[src/rtl/scard_tx_sequencer.sv]
// ISO 7816 T=0 byte transmit sequencer: hands bytes to the async transmitter,
// watches the card I/O line for the error signal, retransmits on NACK and enforces guard time.
module scard_tx_sequencer #(
    parameter int ETU_CLKS   = 372,
    parameter int ERR_SAMPLE = 4278,
    parameter int GUARD_ETU  = 2,
    parameter int MAX_RETRY  = 4,
    parameter int RETRY_W    = 3
) (
    input  logic               clk_i,
    input  logic               rst_i,
    input  logic               in_valid_i,
    input  logic [7:0]         in_data_i,
    output logic               in_ready_o,
    input  logic [7:0]         extra_guard_i,
    input  logic               abort_i,
    output logic               tx_start_o,
    output logic [7:0]         tx_data_o,
    input  logic               tx_busy_i,
    input  logic               io_in_i,
    output logic               byte_done_o,
    output logic               byte_fail_o,
    output logic [RETRY_W-1:0] retry_cnt_o,
    output logic [15:0]        nack_total_o,
    output logic               active_o
);

    typedef enum logic [2:0] {
        S_IDLE,
        S_LOAD,
        S_WAIT_BUSY,
        S_SEND,
        S_GUARD,
        S_DRAIN
    } state_e;

    localparam logic [15:0]        ERR_S      = 16'(ERR_SAMPLE);
    localparam logic [15:0]        ETU_LAST   = 16'(ETU_CLKS - 1);
    localparam logic [RETRY_W-1:0] MAX_R      = RETRY_W'(MAX_RETRY);
    localparam logic [9:0]         GUARD_BASE = 10'(GUARD_ETU);

    state_e             state_q, state_d;
    logic [7:0]         tx_data_q, tx_data_d;
    logic [7:0]         eguard_q, eguard_d;
    logic [RETRY_W-1:0] retry_q, retry_d;
    logic [15:0]        cyc_q, cyc_d;
    logic               nack_q, nack_d;
    logic [15:0]        etu_sub_q, etu_sub_d;
    logic [9:0]         etu_cnt_q, etu_cnt_d;
    logic [15:0]        nack_total_q, nack_total_d;
    logic               io_meta_q, io_sync_q;

    logic [15:0] cyc_inc;
    logic [9:0]  guard_total;
    logic        guard_done;

    // Saturating cycle counter so a stalled transmitter cannot wrap back onto the sample point.
    assign cyc_inc     = (cyc_q == 16'hFFFF) ? cyc_q : cyc_q + 16'd1;
    assign guard_total = GUARD_BASE + {2'b00, eguard_q};
    assign guard_done  = (guard_total == 10'd0) ||
                         ((etu_sub_q == ETU_LAST) && (etu_cnt_q == guard_total - 10'd1));

    always_ff @(posedge clk_i or posedge rst_i) begin
        if (rst_i) begin
            state_q      <= S_IDLE;
            tx_data_q    <= 8'h00;
            eguard_q     <= 8'h00;
            retry_q      <= '0;
            cyc_q        <= 16'h0000;
            nack_q       <= 1'b0;
            etu_sub_q    <= 16'h0000;
            etu_cnt_q    <= 10'h000;
            nack_total_q <= 16'h0000;
            io_meta_q    <= 1'b1;
            io_sync_q    <= 1'b1;
        end else begin
            state_q      <= state_d;
            tx_data_q    <= tx_data_d;
            eguard_q     <= eguard_d;
            retry_q      <= retry_d;
            cyc_q        <= cyc_d;
            nack_q       <= nack_d;
            etu_sub_q    <= etu_sub_d;
            etu_cnt_q    <= etu_cnt_d;
            nack_total_q <= nack_total_d;
            io_meta_q    <= io_in_i;
            io_sync_q    <= io_meta_q;
        end
    end

    always_comb begin
        state_d      = state_q;
        tx_data_d    = tx_data_q;
        eguard_d     = eguard_q;
        retry_d      = retry_q;
        cyc_d        = cyc_q;
        nack_d       = nack_q;
        etu_sub_d    = etu_sub_q;
        etu_cnt_d    = etu_cnt_q;
        nack_total_d = nack_total_q;
        in_ready_o   = 1'b0;
        tx_start_o   = 1'b0;
        byte_done_o  = 1'b0;
        byte_fail_o  = 1'b0;

        case (state_q)
            S_IDLE: begin
                in_ready_o = ~abort_i;
                if (in_valid_i && !abort_i) begin
                    tx_data_d = in_data_i;
                    eguard_d  = extra_guard_i;
                    retry_d   = '0;
                    state_d   = S_LOAD;
                end
            end
            S_LOAD: begin
                tx_start_o = 1'b1;
                cyc_d      = 16'h0000;
                nack_d     = 1'b0;
                state_d    = S_WAIT_BUSY;
            end
            S_WAIT_BUSY: begin
                cyc_d = cyc_inc;
                if (tx_busy_i) begin
                    state_d = S_SEND;
                end
            end
            S_SEND: begin
                cyc_d = cyc_inc;
                if ((cyc_q == ERR_S) && !io_sync_q) begin
                    nack_d = 1'b1;
                    if (nack_total_q != 16'hFFFF) begin
                        nack_total_d = nack_total_q + 16'd1;
                    end
                end
                if (!tx_busy_i && (cyc_q > ERR_S)) begin
                    etu_sub_d = 16'h0000;
                    etu_cnt_d = 10'h000;
                    state_d   = S_GUARD;
                end
            end
            S_GUARD: begin
                if (guard_done) begin
                    if (!nack_q) begin
                        byte_done_o = 1'b1;
                        state_d     = S_IDLE;
                    end else if (retry_q < MAX_R) begin
                        retry_d = retry_q + RETRY_W'(1);
                        state_d = S_LOAD;
                    end else begin
                        byte_fail_o = 1'b1;
                        state_d     = S_IDLE;
                    end
                end else if (etu_sub_q == ETU_LAST) begin
                    etu_sub_d = 16'h0000;
                    etu_cnt_d = etu_cnt_q + 10'd1;
                end else begin
                    etu_sub_d = etu_sub_q + 16'd1;
                end
            end
            S_DRAIN: begin
                if (!tx_busy_i) begin
                    state_d = S_IDLE;
                end
            end
            default: begin
                state_d = S_IDLE;
            end
        endcase

        // Abort beats every other transition and suppresses any pulse of this cycle.
        if (abort_i && (state_q != S_IDLE)) begin
            state_d     = S_DRAIN;
            retry_d     = retry_q;
            tx_start_o  = 1'b0;
            byte_done_o = 1'b0;
            byte_fail_o = 1'b0;
        end
    end

    assign tx_data_o    = tx_data_q;
    assign retry_cnt_o  = retry_q;
    assign nack_total_o = nack_total_q;
    assign active_o     = (state_q != S_IDLE);

endmodule

[config.mk]
export PLATFORM = sky130hd
export DESIGN_NAME = scard_tx_sequencer
export DESIGN_NICKNAME = d
export VERILOG_FILES = /design/src/rtl/scard_tx_sequencer.sv
export SDC_FILE = /design/constraint.sdc
export NUM_CORES = 1
export LEC_CHECK = 0
export ABC_CLOCK_PERIOD_IN_PS = 6900
export CORE_ASPECT_RATIO = 1.1
export CORE_MARGIN = 2
export CORE_UTILIZATION = 61
export DETAILED_ROUTE_END_ITERATION = 6
export GPL_TIMING_DRIVEN = 1
export PLACE_DENSITY = 0.86
export REMOVE_ABC_BUFFERS = 1
export SYNTH_ARGS = -nofsm -noshare
export SYNTH_HDL_FRONTEND = slang
export SYNTH_SLANG_ARGS = --single-unit
[constraint.sdc]
create_clock -name clk_i -period 6.9 [get_ports clk_i]
set_input_delay 1.38 -clock clk_i [delete_from_list [all_inputs] [get_ports clk_i]]
set_output_delay 1.38 -clock clk_i [all_outputs]
set_load 0.03 [all_outputs]
Word level (Yosys, flattened, before mapping)

Cells that the tools add are included.

Add/sub/neg operators: 7
Multiply operators: 0
Div/mod/pow operators: 0
Magnitude comparators: 2
Eq/ne operators: 24
Shift operators: 0
Multiplexer cells: 38
Bitwise logic cells: 2
Reduce and logical (&&, ||, !) cells: 25

Operators with widths:

| operator                | number |
|---|---|
| $mux W16                | 4 |
| $pmux W16 S2            | 2 |
| $add A16 B1 Y16 const B | 3 |
| $mux W10                | 3 |
| $mux W3                 | 10 |
| $pmux W10 S2            | 1 |
| $ne A2 B2 Y1 const B    | 9 |
| $pmux W3 S6             | 1 |
| $eq A16 B13 Y1 const B  | 1 |
| $eq A16 B16 Y1 const B  | 1 |
| $eq A16 B9 Y1 const B   | 1 |
| $gt A16 B13 Y1 const B  | 1 |
| $ne A16 B16 Y1 const B  | 1 |
| $mux W1                 | 15 |
| $ne A3 B3 Y1 const B    | 5 |
| $add A10 B1 Y10 const B | 1 |
| $eq A10 B10 Y1          | 1 |
| $logic_not A10 Y1       | 1 |
| $sub A9 B1 Y10 const B  | 1 |
| $add A2 B8 Y9 const A   | 1 |
| $reduce_bool A2 Y1      | 4 |
| $eq A3 B2 Y1 const B    | 2 |
| $eq A3 B3 Y1 const B    | 2 |
| $pmux W3 S2             | 1 |
| 16 further kinds        | 26 |

Register bits: 83
Bits in latches: 0
RAM bits: 0
ROM bits: 0
Output and inout port bits: 32
Logic and storage cells: 109
Memories: 0

Longest topological paths before layout

Depth in word-level cells: 8
Depth in mapped cells: 13
Mapped depth without buffers: 11

Least setup slack after synthesis

No wires, ideal clock.

Path kind: reg2out
From: register eguard_q[1]
To: output port byte_done_o
Arrival: 2,990 ps
Data required time: 5,520 ps
Setup slack: 2,530 ps
Cell stages (with the launch flop): 11
Path through: dfrtp_1 ha_1 buf_2 or2_4 or3_1 o211ai_1 o2111ai_2 nor4_1 and3b_4 nor2_1 nor4_1

Word-level cells in the longest chain between the ends: 8
Elaborated cells on any way between the ends: 9

Ends and longest elaborated chain:

| item                   | RTL line | text |
|---|---|---|
| start, declared        | 44       | `logic [7:0] eguard_q, eguard_d;` |
| start signal, assigned | 79       | `eguard_q <= eguard_d;` |
| $add A2 B8 Y9 (*)      | 59       | `assign guard_total = GUARD_BASE + {2'b00, eguard_q};` |
| $sub A9 B1 Y10         | 61       | `((etu_sub_q == ETU_LAST) && (etu_cnt_q == guard_total - 10'd1));` |
| $eq A10 B10 Y1         | 61       |  |
| $logic_and A1 B1 Y1    | 61       |  |
| $logic_or A1 B1 Y1 (*) | 60       | `assign guard_done = (guard_total == 10'd0) \|\|` |
| $mux W1 (*)            | 143      | `if (guard_done) begin` |
| $mux W1 (*)            | 106      | `case (state_q)` |
| $mux W1 (*)            | 172      | `if (abort_i && (state_q != S_IDLE)) begin` |
| end, declared          | 21       | `output logic byte_done_o,` |

Mark *: on every way between the ends. The rest lies on a longest branch, timed or not.

Final worst setup path

From: register eguard_q[1]
To: output port byte_fail_o

Word-level cells in the longest chain between the ends: 8
Elaborated cells on any way between the ends: 9

Ends and longest elaborated chain:

| item                   | RTL line | text |
|---|---|---|
| $add A2 B8 Y9 (*)      | 59       |  |
| $sub A9 B1 Y10         | 61       |  |
| $eq A10 B10 Y1         | 61       |  |
| $logic_and A1 B1 Y1    | 61       |  |
| $logic_or A1 B1 Y1 (*) | 60       |  |
| $mux W1 (*)            | 143      |  |
| $mux W1 (*)            | 106      |  |
| $mux W1 (*)            | 172      |  |
| end, declared          | 22       | `output logic byte_fail_o,` |

Marked as above.

==> reports/qor.tcl <==
set qor(holdCritPathClass) {flip-flop to flip-flop}
set qor(worstPathMaxFanout) 7
set qor(worstMarginPinSlew_ps) 1077
set qor(detail_route.first_pass.iterations) 5
set qor(worst_path_largest_cell_delay_ps) 660
set qor(most_numerous_cell_in_the_yosys_netlist) {sky130_fd_sc_hd__dfrtp_1}
set qor(post_synthesis_instance_area_mm2) 0.004584
set qor(n_fill_cell) 527
set qor(syn_avg_cell_area_um2) 9.551
set qor(cts_tree) {yes}
set qor(clk_latency_ps) 370
set qor(dieHeight_um) 94.93
set qor(hold_viol) 0
set qor(antenna_violations_before_repair) 0
set qor(tns_ps) 0
set qor(sum_of_internal_switching_and_leakage_power_w) 0.001602
set qor(clk_pin_slew_ps) 90
set qor(dp_hpwl_mm) 7.088
set qor(synth_top_area_share) 0.4421
set qor(power_density_mw_per_mm2) 298.2
set qor(timing_max_transition_violations_final) 0
set qor(port_buffers) 53
set qor(final_nets) 565
set qor(synth_seq_cells) 83
set qor(worst_slew_margin_rel) 0.2759
set qor(synth_cell_type_count) 54
set qor(globalRoute.totalOverflow) 0
set qor(worstPathBufferInverterCount) 1
set qor(clock-sinks) 83
set qor(fraction_of_power_spent_switching_nets) 0.4011
set qor(track_usage) 0.2559
set qor(postSynth.asyncResetShare) 1.000
set qor(grt_pass1_wl_mm) 16.94
set qor(clock_skew_ps) 15.99
set qor(p_leak_nw) 2.222
set qor(instances_no_fill) 625
set qor(viasPerCell) 6.157
set qor(postCtsSetupRepairBufs) 0
set qor(synth_top_cells_by_count) {sky130_fd_sc_hd__dfrtp_1 (81), sky130_fd_sc_hd__nor2_1 (47), sky130_fd_sc_hd__nand2_1 (38), sky130_fd_sc_hd__xnor2_1 (32), sky130_fd_sc_hd__nand3_1 (30)}
set qor(i_o_pin_count) 54
set qor(vias) 3848
set qor(share_seq_of_total_power) 0.418
set qor(yosys_most_used_dff) {sky130_fd_sc_hd__dfrtp_1}
set qor(hold_buffers) 0
set qor(detailedRoute.firstIterationViolations) 274
set qor(post_drt_wl_per_cell_um) 16.13
set qor(crit_type) {flip-flop to output pin}
set qor(setup_violations) 0
set qor(netlist_instances) 480
set qor(relative_contribution_of_combinational_cells_to_total_power) 0.361
set qor(synth-edff-count) 0
set qor(cp_data_arrival_time_ps) 3800
set qor(yosysWarningCount) 0
set qor(areaGrowthSynthToFinish_pct) 17.14
set qor(core_area_mm2) 0.007391
set qor(gpl.final_weighted_congestion) 0.9294
set qor(final_design_area_no_fill_mm2) 0.005370
set qor(netlist_top_cells_area) {sky130_fd_sc_hd__dfrtp_1 (44%), sky130_fd_sc_hd__xnor2_1 (6.1%), sky130_fd_sc_hd__mux2_2 (4.4%), sky130_fd_sc_hd__nor2_1 (3.8%), sky130_fd_sc_hd__nand3_1 (3.3%)}
set qor(n_antenna_cell) 0
set qor(dp_cells) 609
set qor(grt_setup_unrepaired) {false}
set qor(chipWidth_um) 86.66
set qor(clock_power_share) 0.221
set qor(htree_num_levels) 3
set qor(netSwitchingPower_w) 0.0006424
set qor(tritoncts.num_buffers) 9
set qor(timing.final.crit_period_ps) 5185
set qor(status) {completed}
set qor(drcViolationCount) 0
set qor(worstPathRequired_ps) 5520
set qor(peakVddDrop_uv) 201.7
set qor(maximum_number_of_pins_on_one_net_before_global_route_repair) 84
set qor(rows) 33
set qor(critical-path-top-delay-family) {simple AND/OR/NAND/NOR gates}
set qor(postRouteWirelength_mm) 10.08
set qor(critical_path.cell_chain) {ha_1 > nor2b_1 > nor3b_1 > a31oi_1 > xnor2_1 > nor4_1 > and3b_4 > nor2_1 > nor3_1 > and3_1 > clkdlybuf4s50_1}
set qor(worst_path_max_delay_cell) {sky130_fd_sc_hd__clkdlybuf4s50_1}
set qor(initial_core_utilization) 0.6203
set qor(share_of_layout_cells_above_drive_strength_1) 0.08922
set qor(achievable-frequency_ghz) 0.1929
set qor(portion_of_the_post_synthesis_area_used_by_sequential_elements) 0.4536
set qor(p_int_w) 0.0009592
set qor(period_utilization) 0.7514
set qor(grt_pass1_vias) 3744
set qor(antenna_violating_nets_post_route) 0
set qor(cts_max_path_bufs) 2
set qor(design.die.area_mm2) 0.008226
set qor(drv_cap) 0
set qor(setup.worst_path.start_class) {flip-flop}
set qor(setup.worst_path.end_class) {output pin}
set qor(place_area_mm2) 0.005170
set qor(clockRootBuffer) {sky130_fd_sc_hd__clkbuf_8}
set qor(netlist.top_cell.by_area) {sky130_fd_sc_hd__dfrtp_1}
set qor(cts_resized) 0
==> cells in the final DEF (no fill, tap or decap), drive strengths merged, types with 3 or more instances in the layout <==
cell           instances
a21o                   3
a21oi                 16
a31oi                  6
and2                   8
and3                   7
and4                   3
clkbuf                 9
clkdlybuf4s50         53
clkinv                 3
dfrtp                 81
ha                    10
inv                   17
mux2                  18
mux2i                  5
nand2                 38
nand2b                 6
nand3                 30
nand4                 17
nor2                  48
nor2b                  5
nor3                  17
nor4                   6
o211ai                 3
o21ai                 28
o31ai                  6
or2                    4
or3                   16
or4                    5
xnor2                 32
xor2                  14
==> path summary, 6_finish.rpt <==
path | from | end | slack, ps | depth (start not counted)
min reg2reg | io_meta_q | io_sync_q | 360 | 0
max reg2reg | eguard_q[1] | etu_sub_q[8] | 3650 | 10
min in group asynchronous | rst_i | nack_total_o[7] | 1660 | 3
max | eguard_q[1] | byte_fail_o | 1720 | 11
min | io_meta_q | io_sync_q | 360 | 0
max in group asynchronous | rst_i | cyc_q[8] | 4570 | 3
==> metal layers <==
layer / share of wire / wire length (µm) / vias to the layer above / track usage
met5: 0 / 0 / - / 0
met2: 0.52 / 5201 / 98 / 0.4295
met1: 0.43 / 4319 / 1897 / 0.3316
met3: 0.037 / 374 / 21 / 0.04895
li1: - / - / 1832 / -
met4: 0.018 / 184 / 0 / 0.08984
==> sequential cells by signal (all words and copies together) (netlist names), 3 cells and up <==
register	flops
cyc_q	16
eguard_q	8
etu_cnt_q	10
etu_sub_q	16
nack_total_o	16
retry_cnt_o	3
state_q	3
tx_data_o	8
==> through the flow <==
stage | util | setup slack [ps] | hold slack (ps)
detailed placement | 0.6995 | 2167 | 348.4
floorplan | - | 2574 | 345.2
CTS | 0.7266 | 1738 | 362.3
global placement | 0.6995 | 2204 | 347.5
global route | 0.7266 | 1442 | 363.9
finish | 0.7266 | 1715 | 361.6
==> kinds of logic (layout without fill, tap and decap cells) <==
| kind of cell | Yosys count | count (layout) | share of synthesized area |
|---|---|---|---|
| xor+xnor | 46 | 46 | 0.08788 |
| mux | 23 | 23 | 0.05513 |
| buf+inv | 25 | 83 | 0.02429 |
| simple gates | 216 | 216 | 0.2459 |
| fa+ha+maj | 10 | 10 | 0.02729 |
| compound gates | 77 | 77 | 0.1059 |
| flops | 83 | 83 | 0.4536 |
==> power groups by stage <==
stage	combinational (W)	sequential [W]	clock (W)
after global placement	0.000557	0.000671	0
final	0.000579	0.000670	0.000353
after CTS	0.000577	0.000667	0.000358
after detailed placement	0.000570	0.000676	0
after floorplan	0.000376	0.000695	0
after global routing	0.000631	0.000682	0.000375
==> layout make-up <==
type / count / area (µm²) / area share
inverter: 13 / 50.05 / 0.009320
clock buffer: 9 / 123.9 / 0.02307
timing repair buffer: 54 / 538.0 / 0.1002
multi-input combinational: 372 / 2394 / 0.4457
sequential: 83 / 2079 / 0.3872
tap: 87 / 108.9 / 0.02027
clock inverter: 7 / 76.32 / 0.01421
Note: power is estimated with default switching activity, not from simulation.
